### config.mk
export PLATFORM = sky130hd
export DESIGN_NAME = mux2_rr_arbiter_flat
export DESIGN_NICKNAME = d
export VERILOG_FILES = /design/src/rtl/mux2_rr_arbiter_if.sv /design/src/rtl/mux2_rr_arbiter.sv /design/src/flat_wrapper.sv
export SDC_FILE = /design/constraint.sdc
export NUM_CORES = 1
export LEC_CHECK = 0
export CORE_UTILIZATION = 48
export CTS_CLUSTER_SIZE = 24
export DETAILED_ROUTE_END_ITERATION = 8
export PLACE_DENSITY_LB_ADDON = 0.15
export REMOVE_ABC_BUFFERS = 1
export SYNTH_ARGS = -nofsm -noshare
export SYNTH_HDL_FRONTEND = slang
export SYNTH_SLANG_ARGS = --single-unit
### constraint.sdc
create_clock -name clk -period 2.64 [get_ports clk]
set_input_delay 0.528 -clock clk [delete_from_list [all_inputs] [get_ports clk]]
set_output_delay 0.528 -clock clk [all_outputs]
set_load 0.01 [all_outputs]
### src/rtl/mux2_rr_arbiter_if.sv
// Bundle of request, data and grant signals between two requesters and the
// shared-mux arbiter. The arbiter uses the slave modport and the request side uses the master modport.
interface mux2_rr_arbiter_if #(
    parameter int unsigned WIDTH = 8
);
    logic             req0;
    logic             req1;
    logic [WIDTH-1:0] i0;
    logic [WIDTH-1:0] i1;
    logic             gnt0;
    logic             gnt1;
    logic             s0;
    logic [WIDTH-1:0] out;
    logic             out_valid;
    logic             busy;

    modport master (
        output req0, req1, i0, i1,
        input  gnt0, gnt1, s0, out, out_valid, busy
    );

    modport slave (
        input  req0, req1, i0, i1,
        output gnt0, gnt1, s0, out, out_valid, busy
    );
endinterface

### src/rtl/mux2_rr_arbiter.sv
// Round-robin arbiter for a shared 2-input mux: bounded grant hold,
// registered select, and registered mux output with a valid flag.
module mux2_rr_arbiter #(
    parameter int unsigned WIDTH    = 8,
    parameter int unsigned MAX_HOLD = 4
) (
    input  logic               clk,
    input  logic               rst,
    mux2_rr_arbiter_if.slave   bus
);
    localparam logic [1:0] ST_IDLE   = 2'd0;
    localparam logic [1:0] ST_GRANT0 = 2'd1;
    localparam logic [1:0] ST_GRANT1 = 2'd2;

    localparam logic [7:0] HOLD_LAST = 8'(MAX_HOLD - 1);

    logic [1:0]       r_state;
    logic             r_s0;
    logic             r_last;
    logic [7:0]       r_hold_cnt;
    logic [WIDTH-1:0] r_out;
    logic             r_out_valid;

    logic [1:0]       w_state_nxt;
    logic             w_s0_nxt;
    logic             w_last_nxt;
    logic [7:0]       w_hold_nxt;
    logic             w_enter;
    logic             w_enter_side;
    logic             w_cur_side;
    logic             w_own_req;
    logic             w_oth_req;
    logic             w_hold_expired;
    logic             w_gnt0;
    logic             w_gnt1;
    logic             w_busy;

    assign w_gnt0         = (r_state == ST_GRANT0);
    assign w_gnt1         = (r_state == ST_GRANT1);
    assign w_busy         = w_gnt0 | w_gnt1;
    assign w_hold_expired = (r_hold_cnt == HOLD_LAST);

    // Both grant states share one path: "own" is the holder's request and "oth" is the other requester's.
    assign w_cur_side = w_gnt1;
    assign w_own_req  = w_cur_side ? bus.req1 : bus.req0;
    assign w_oth_req  = w_cur_side ? bus.req0 : bus.req1;

    always_comb begin
        w_state_nxt  = r_state;
        w_s0_nxt     = r_s0;
        w_last_nxt   = r_last;
        w_hold_nxt   = r_hold_cnt;
        w_enter      = 1'b0;
        w_enter_side = 1'b0;

        case (r_state)
            ST_IDLE: begin
                if (bus.req0 && bus.req1) begin
                    w_enter      = 1'b1;
                    w_enter_side = ~r_last;
                end else if (bus.req0) begin
                    w_enter      = 1'b1;
                    w_enter_side = 1'b0;
                end else if (bus.req1) begin
                    w_enter      = 1'b1;
                    w_enter_side = 1'b1;
                end
            end
            ST_GRANT0, ST_GRANT1: begin
                if (w_oth_req && (!w_own_req || w_hold_expired)) begin
                    w_enter      = 1'b1;
                    w_enter_side = ~w_cur_side;
                end else if (!w_own_req) begin
                    w_state_nxt = ST_IDLE;
                end else if (!w_hold_expired) begin
                    // Counter saturates at MAX_HOLD-1 while the holder runs alone.
                    w_hold_nxt = r_hold_cnt + 8'd1;
                end
            end
            default: begin
                w_state_nxt = ST_IDLE;
            end
        endcase

        if (w_enter) begin
            w_state_nxt = w_enter_side ? ST_GRANT1 : ST_GRANT0;
            w_s0_nxt    = w_enter_side;
            w_last_nxt  = w_enter_side;
            w_hold_nxt  = '0;
        end
    end

    always_ff @(posedge clk) begin
        if (rst) begin
            r_state    <= ST_IDLE;
            r_s0       <= 1'b0;
            r_last     <= 1'b1;
            r_hold_cnt <= '0;
        end else begin
            r_state    <= w_state_nxt;
            r_s0       <= w_s0_nxt;
            r_last     <= w_last_nxt;
            r_hold_cnt <= w_hold_nxt;
        end
    end

    // Captures the data that the granted requester presents during its grant cycle.
    always_ff @(posedge clk) begin
        if (rst) begin
            r_out       <= '0;
            r_out_valid <= 1'b0;
        end else begin
            r_out_valid <= w_busy;
            if (w_busy) begin
                r_out <= r_s0 ? bus.i1 : bus.i0;
            end
        end
    end

    assign bus.gnt0      = w_gnt0;
    assign bus.gnt1      = w_gnt1;
    assign bus.s0        = r_s0;
    assign bus.out       = r_out;
    assign bus.out_valid = r_out_valid;
    assign bus.busy      = w_busy;
endmodule

### src/flat_wrapper.sv
// flat-port wrapper written by rule: the top's interface ports become plain ports
module mux2_rr_arbiter_flat 
#(
    parameter int unsigned WIDTH    = 8,
    parameter int unsigned MAX_HOLD = 4
)
  (clk, rst, bus_req0, bus_req1, bus_i0, bus_i1, bus_gnt0, bus_gnt1, bus_s0, bus_out, bus_out_valid, bus_busy);
  mux2_rr_arbiter_if #(.WIDTH(WIDTH)) bus_i ();
  input  logic clk;
  input  logic rst;
  input wire logic [$bits(bus_i.req0)-1:0] bus_req0;
  input wire logic [$bits(bus_i.req1)-1:0] bus_req1;
  input wire logic [$bits(bus_i.i0)-1:0] bus_i0;
  input wire logic [$bits(bus_i.i1)-1:0] bus_i1;
  output wire logic [$bits(bus_i.gnt0)-1:0] bus_gnt0;
  output wire logic [$bits(bus_i.gnt1)-1:0] bus_gnt1;
  output wire logic [$bits(bus_i.s0)-1:0] bus_s0;
  output wire logic [$bits(bus_i.out)-1:0] bus_out;
  output wire logic [$bits(bus_i.out_valid)-1:0] bus_out_valid;
  output wire logic [$bits(bus_i.busy)-1:0] bus_busy;
  assign bus_i.req0 = bus_req0;
  assign bus_i.req1 = bus_req1;
  assign bus_i.i0 = bus_i0;
  assign bus_i.i1 = bus_i1;
  assign bus_gnt0 = bus_i.gnt0;
  assign bus_gnt1 = bus_i.gnt1;
  assign bus_s0 = bus_i.s0;
  assign bus_out = bus_i.out;
  assign bus_out_valid = bus_i.out_valid;
  assign bus_busy = bus_i.busy;
  mux2_rr_arbiter #(.WIDTH(WIDTH), .MAX_HOLD(MAX_HOLD)) u_core (.clk(clk), .rst(rst), .bus(bus_i));
endmodule
==> summary.txt, run 1 <==
STA
  • Final setup margin: 256 ps
  • Hold Fails Final Rpt: 0
  • RSZ-0062 raised after global routing: no
  • Fin. max-slew vios: 0
  • Tightest Pin Transition: between 500 and 600 ps
  • Clock Skews: between 3 and 4 ps
  • Minimum clock period: 2380 ps
  • Setup violators final: 0
  • Slew margin rel.: 0.655
  • TNS Setup: 0 ps
  • Achievable Freq: approximately 420 MHz
  • Period utilisation layout: 0.903

Synth
  • Synth Area per Inst: a little over 9 um^2
  • Syn. warnings: 0
  • Seq cells post-synth: 21
  • Share of the synthesized area in the top cell type: 0.400
  • Leading area contributor after synthesis: dfxtp_1
  • Synth Cell Area: approximately 1100 um^2
  • Syn Inst Count: 114
  • Cell variety after synth: 30
  • Register area share after synthesis: 0.400
  • Area contributors post-synth: dfxtp_1 (40%), mux2i_1 (8.6%), nor2_1 (6.1%)

Finish
  • P&R area growth vs syn: 36.3%
  • Register area: approximately 420 um^2
  • Share of layout cells above drive strength 1: 0.0743
  • Fin nets: around 170
  • Multi-input logic area: ~590 um^2
  • Commonest non-fill, non-tap cells in the layout: clkdlybuf4s50_1 (32), dfxtp_1 (21), nor2_1 (17)
  • Final core utilization: 0.716
  • Commonest non-fill, non-tap cell in the layout: clkdlybuf4s50_1
  • Non-filler cells, final: approximately 180
  • Fillers: between 150 and 200
  • Number of diodes: 0
  • Final Cell Area: around 1400 um^2

Setup path
  • Worst Setup EP: bus_busy
  • WS Path Type: reg -> out
  • Reg2Reg Launch Point: u_core.r_state[0]$_SDFFE_PP0P_
  • Worst setup EP type: primary output
  • Critical path startpoint: u_core.r_state[0]$_SDFFE_PP0P_
  • CP required: 2110 ps
  • Critical Path AT: between 1500 and 2000 ps
  • RR Endpoint: u_core.r_state[0]$_SDFFE_PP0P_
  • FF-to-FF path depth: 7
  • Maximum fanout along the worst path: 9
  • Startpoint Class: register
  • Worst R2R Setup Slack: around 600 ps

Clocking
  • H-tree depth: 1
  • TritonCTS Buffers: 3
  • TritonCTS clock tree: yes
  • Root buffer cell: clkbuf_4
  • Reg clk slew, reported paths: approximately 120 ps
  • Post CTS Setup Buffer Count: 0
  • CTS resizes: 0
  • Worst skew pair latency: a little over 300 ps
  • Sink Count: 21
  • Clk buf depth: 2
  • CTS Hold Bufs: 0

Global routing
  • GR Overflow Total: 0
  • Gr usage total: 0.212
  • Initial antenna violation count: 0
  • Largest net degree at the start of global routing: 18
  • First-pass GRT wire length: 3820 um
  • Vias in the first global route: roughly 870

Drt
  • DR vias/cell: around 5.2
  • DRC: 0
  • ANT nets after route: 0
  • Total Routed Length: about 2300 um
  • Avg WL per Cell: about 13 um
  • DRT iter0 DRCs: 14
  • Drt pass-1 iters: 4
  • Via count: between 900 and 1000

Status
  • Outcome: finished, final reports clean

Floorplanning
  • Total die area: between 2000 and 2500 um^2
  • Starting Density: 0.526
  • Die Width: between 40 and 50 um
  • Die H: 48.8 um
  • IO Pins: 33
  • Core area: between 2000 and 2500 um^2
  • Cell Rows: 16

Power
  • Pwr Density: roughly 940 nW/um^2
  • Max VDD drop: about 770 uV
  • P_leak: roughly 0.00053 uW

Placed design
  • Area after DPL: 1410 um^2
  • IO buf count: 32
  • DP HPWL: 1710 um
  • Placed Cells: around 170
  • Gpl congestion: between 0.7 and 0.8
  • Setup WS pre-CTS: 311 ps

Run
  • MaxCap Viol Count: 0

Hold path
  • Hold Path Depth: 2
  • Worst Hold Class: reg -> reg
[metal layers]
layer,track usage,routed length (um),vias to the layer above,part of all wire
li1,-,-,461,-
met1,0.255,1040,405,0.46
met2,0.356,1030,35,0.46
met3,0.0561,148,4,0.066
met4,0.0882,31,0,0.014
met5,0,0,-,0
[flip-flops by register name, summed over array words and instances (netlist names)]
| signal | cells |
|---|---|
| u_core.r_last | 1 |
| u_core.r_state | 2 |
| u_core.bus.out | 8 |
| u_core.bus.s0 | 1 |
| u_core.r_hold_cnt | 8 |
| u_core.bus.out_valid | 1 |
[cell type report]
class / instances / share of cell area
sequential: 21 / 0.293
clock buffer: 3 / 0.0157
timing repair buffer: 35 / 0.239
multi-input combinational: 84 / 0.414
clock inverter: 1 / 0.00349
tap: 27 / 0.0236
inverter: 4 / 0.0105
[power breakdown]
group / switching, uW / internal, uW
clock: 101 / 56.6
sequential: 49.1 / 405
combinational: 356 / 377
[critical path, stage by stage (launching register included)]
cell and delay, ps:
dfxtp_1 400, inv_1 80, ha_1 460, clkdlybuf4s50_1 610
[logic make-up after synthesis]
| family | after synthesis | share of synthesized area |
|---|---|---|
| DFF | 21 | 0.400 |
| and+or+nand+nor | 43 | 0.210 |
| muxes | 11 | 0.107 |
| adders and majority gates | 5 | 0.0595 |
| buffers and inverters | 9 | 0.0357 |
| xor gates and xnor gates | 7 | 0.0583 |
| AOI/OAI and AO/OA | 18 | 0.130 |
[how the worst min path moves through the flow]
| stage | start | to | slack [ps] |
|---|---|---|---|
| CTS | u_core.bus.out[0]$_SDFFE_PP0N_ | u_core.bus.out[0]$_SDFFE_PP0N_ | 490 |
| global placement | u_core.r_hold_cnt[1]$_SDFFE_PP0P_ | u_core.r_hold_cnt[1]$_SDFFE_PP0P_ | 470 |
| detailed placement | u_core.bus.out[0]$_SDFFE_PP0N_ | u_core.bus.out[0]$_SDFFE_PP0N_ | 480 |
| global route | u_core.r_last$_SDFFE_PP1N_ | u_core.r_last$_SDFFE_PP1N_ | 520 |
| floorplan | u_core.r_hold_cnt[1]$_SDFFE_PP0P_ | u_core.r_hold_cnt[1]$_SDFFE_PP0P_ | 450 |
| finish | u_core.bus.out[0]$_SDFFE_PP0N_ | u_core.bus.out[0]$_SDFFE_PP0N_ | 490 |
[per-stage QoR]
step / hold WS [ps] / power, uW
finish: 493 / 1340
global route: 525 / 1450
CTS: 494 / 1350
detailed placement: 479 / 1190
global placement: 466 / 1170
floorplan: 454 / 885
[synth_stat cells]
| master | count |
|---|---|
| a21oi_1 | 3 |
| mux2_1 | 1 |
| xnor2_1 | 2 |
| dfxtp_1 | 21 |
| buf_1 | 1 |
| nand3_1 | 6 |
| buf_4 | 1 |
| o21ai_0 | 4 |
| nand2_1 | 5 |
| ha_1 | 5 |
| nand3b_1 | 2 |
| nor2b_1 | 2 |
| a211oi_1 | 8 |
| a21boi_0 | 1 |
| nand2_2 | 1 |
| and3_1 | 2 |
| mux2_2 | 1 |
| clkbuf_1 | 3 |
| and3b_1 | 1 |
| nor3b_1 | 2 |
| mux2i_1 | 9 |
| nor2_1 | 17 |
| nor3_1 | 1 |
| a221oi_4 | 1 |
| xor2_1 | 5 |
| inv_1 | 4 |
| nand2b_1 | 2 |
| nor4b_2 | 1 |
| o211ai_1 | 1 |
| or2_1 | 1 |
Note: power is estimated with default switching activity, not from simulation.
==> inputs of run 2 (changes only) <==
Settings changed: REMOVE_ABC_BUFFERS 1 to unset.
==> summary.txt, run 2 (synthesis gave the netlist of run 1 again) <==
Clocking
  • Worst skew pair latency: 300 ps (about the same)
  • TritonCTS clock tree: yes
  • Clk buf depth: 2 (unchanged)
  • H-tree depth: 1 (unchanged)
  • Reg clk slew, reported paths: 120 ps (about the same)
  • CTS Hold Bufs: 0 (unchanged)
  • Root buffer cell: clkbuf_4
  • Post CTS Setup Buffer Count: 0 (unchanged)
  • CTS resizes: 0 (unchanged)
  • TritonCTS Buffers: 3 (unchanged)
  • Sink Count: 21 (unchanged)

STA
  • Period utilisation layout: 0.872 (-0.0314)
  • Minimum clock period: 2300 ps (-82.9 ps)
  • Slew margin rel.: 0.693 (+0.0376)
  • TNS Setup: 0 ps (unchanged)
  • Tightest Pin Transition: 460 ps (-56.3 ps)
  • Clock Skews: 2.90 ps (-0.284 ps)
  • RSZ-0062 raised after global routing: no
  • Fin. max-slew vios: 0 (unchanged)
  • Hold Fails Final Rpt: 0 (unchanged)
  • Achievable Freq: 435 MHz (+3.6%)
  • Worst hold margin: 494 ps (+0.930 ps)
  • Setup violators final: 0 (unchanged)

Global routing
  • Gr usage total: 0.211 (-0.00108)
  • Initial antenna violation count: 0 (unchanged)
  • Largest net degree at the start of global routing: 18 (unchanged)
  • Vias in the first global route: 940 (+7.6%)
  • First-pass GRT wire length: 3930 um (+3.1%)
  • GR Overflow Total: 0 (unchanged)

Drt
  • DR top layer: met4
  • Avg WL per Cell: 12.5 um (-2.9%)
  • DRT iter0 DRCs: 13 (-1)
  • Routed wl met2: 1140 um (+10%)
  • DR vias/cell: 5.23 (+1.1%)
  • Via count: 915 (+1.1%)
  • Drt pass-1 iters: 5 (+1)
  • ANT nets after route: 0 (unchanged)
  • Total Routed Length: 2180 um (-2.9%)
  • M1 WL: 940 um (-9.3%)
  • DRC: 0 (unchanged)
  • Met3 Wirelength: 93 um (-37%)

Placed design
  • Gpl congestion: 0.774 (+4.6%)
  • Area after DPL: 1410 um^2 (unchanged)
  • IO buf count: 32 (unchanged)
  • DP HPWL: 1690 um (-1.4%)

Finish
  • Final Cell Area: 1430 um^2 (unchanged)
  • Fillers: 149 (-6.3%)
  • Final core utilization: 0.716 (unchanged)
  • Number of diodes: 0 (unchanged)
  • Share of layout cells above drive strength 1: 0.0743 (unchanged)
  • Commonest non-fill, non-tap cells in the layout: clkdlybuf4s50_1 (32), dfxtp_1 (21), nor2_1 (17)
  • Fin nets: 174 (unchanged)
  • Commonest non-fill, non-tap cell in the layout: clkdlybuf4s50_1
  • P&R area growth vs syn: 36.3% (unchanged)

Power
  • Pwr Density: 931 nW/um^2 (-0.69%)
  • P_leak: 0.000528 uW (unchanged)
  • Design Power: 1340 uW (-0.69%)
  • Max VDD drop: 583 uV (-24%)

Setup path
  • RR Endpoint: u_core.r_state[0]$_SDFFE_PP0P_
  • Startpoint Class: register
  • Critical Path AT: 1770 ps (-90 ps)
  • FF-to-FF path depth: 7 (unchanged)
  • Worst R2R Setup Slack: 590 ps (about the same)
  • CP required: 2110 ps (about the same)
  • Maximum fanout along the worst path: 9 (unchanged)
  • Worst setup EP type: primary output
  • Reg2Reg Launch Point: u_core.r_state[0]$_SDFFE_PP0P_
  • WS Path Type: reg -> out

Run
  • MaxCap Viol Count: 0 (unchanged)

Hold path
  • Hold_sp: u_core.bus.out[5]$_SDFFE_PP0N_
  • Hold Path Depth: 2 (unchanged)
  • Worst Hold Class: reg -> reg
  • Hold Path Sink: u_core.bus.out[5]$_SDFFE_PP0N_

Floorplanning
  • Cell Rows: 16 (unchanged)
  • Starting Density: 0.526 (unchanged)
  • Core area: 2000 um^2 (unchanged)
  • Die Width: 48.8 um (unchanged)
  • IO Pins: 33 (unchanged)
  • Die H: 48.8 um (unchanged)
  • Total die area: 2380 um^2 (unchanged)

Status
  • Outcome: finished, final reports clean

Synth
  • Synthesized Nets: roughly 140
==> run 2: how the worst max path moves through the flow <==
stage | slack [ps] | endpoint | cells past startpoint | from
detailed placement | 340 | u_core.r_state[0]$_SDFFE_PP0P_ | 6 | bus_req1
global placement | 460 | u_core.r_state[0]$_SDFFE_PP0P_ | 6 | bus_req1
CTS | 320 | bus_busy | 3 | u_core.r_state[0]$_SDFFE_PP0P_
finish | 340 | bus_busy | 3 | u_core.r_state[0]$_SDFFE_PP0P_
floorplan | 810 | u_core.r_state[0]$_SDFFE_PP0P_ | 7 | u_core.r_state[0]$_SDFFE_PP0P_
global route | 240 | bus_busy | 3 | u_core.r_state[0]$_SDFFE_PP0P_
==> run 2: cell type report <==
type	instances	area (um^2)	share of cell area
clock buffers	3	22.5	0.0157
clock inverters	1	5.00	0.00349
inverters	4	15.0	0.0105
multi-input cells	84	594	0.414
flip-flops and latches	21	420	0.293
well taps	27	33.8	0.0236
repair buffers	35	343	0.239
==> run 2: critical path: stages (launching register included) <==
cell             delay [ps]
dfxtp_1                 400
inv_1                    90
ha_1                    420
clkdlybuf4s50_1         580
==> run 2: power by group <==
part | internal (uW) | switching, uW | leakage (uW)
Combinational | 376 | 350 | 0.000339
Clock | 56.5 | 97.2 | 0.0000177
Sequential | 405 | 50.6 | 0.000172
==> run 2: per-stage QoR <==
step	std cells	setup slack, ps
detailed placement	171	339
global placement	171	455
floorplan	114	812
finish	175	339
global route	175	242
CTS	175	321
==> run 2: routing by layer <==
layer  track usage  vias up
met5             0        -
met4        0.0735        0
met3        0.0374        2
met2         0.391       25
met1         0.240      425
li1              -      463
==> inputs of run 3 (changes only) <==
Settings changed: TNS_END_PERCENT set to 100.
==> results of run 3 <==
The final DEF is identical to that of run 2; final timing and power are the same.
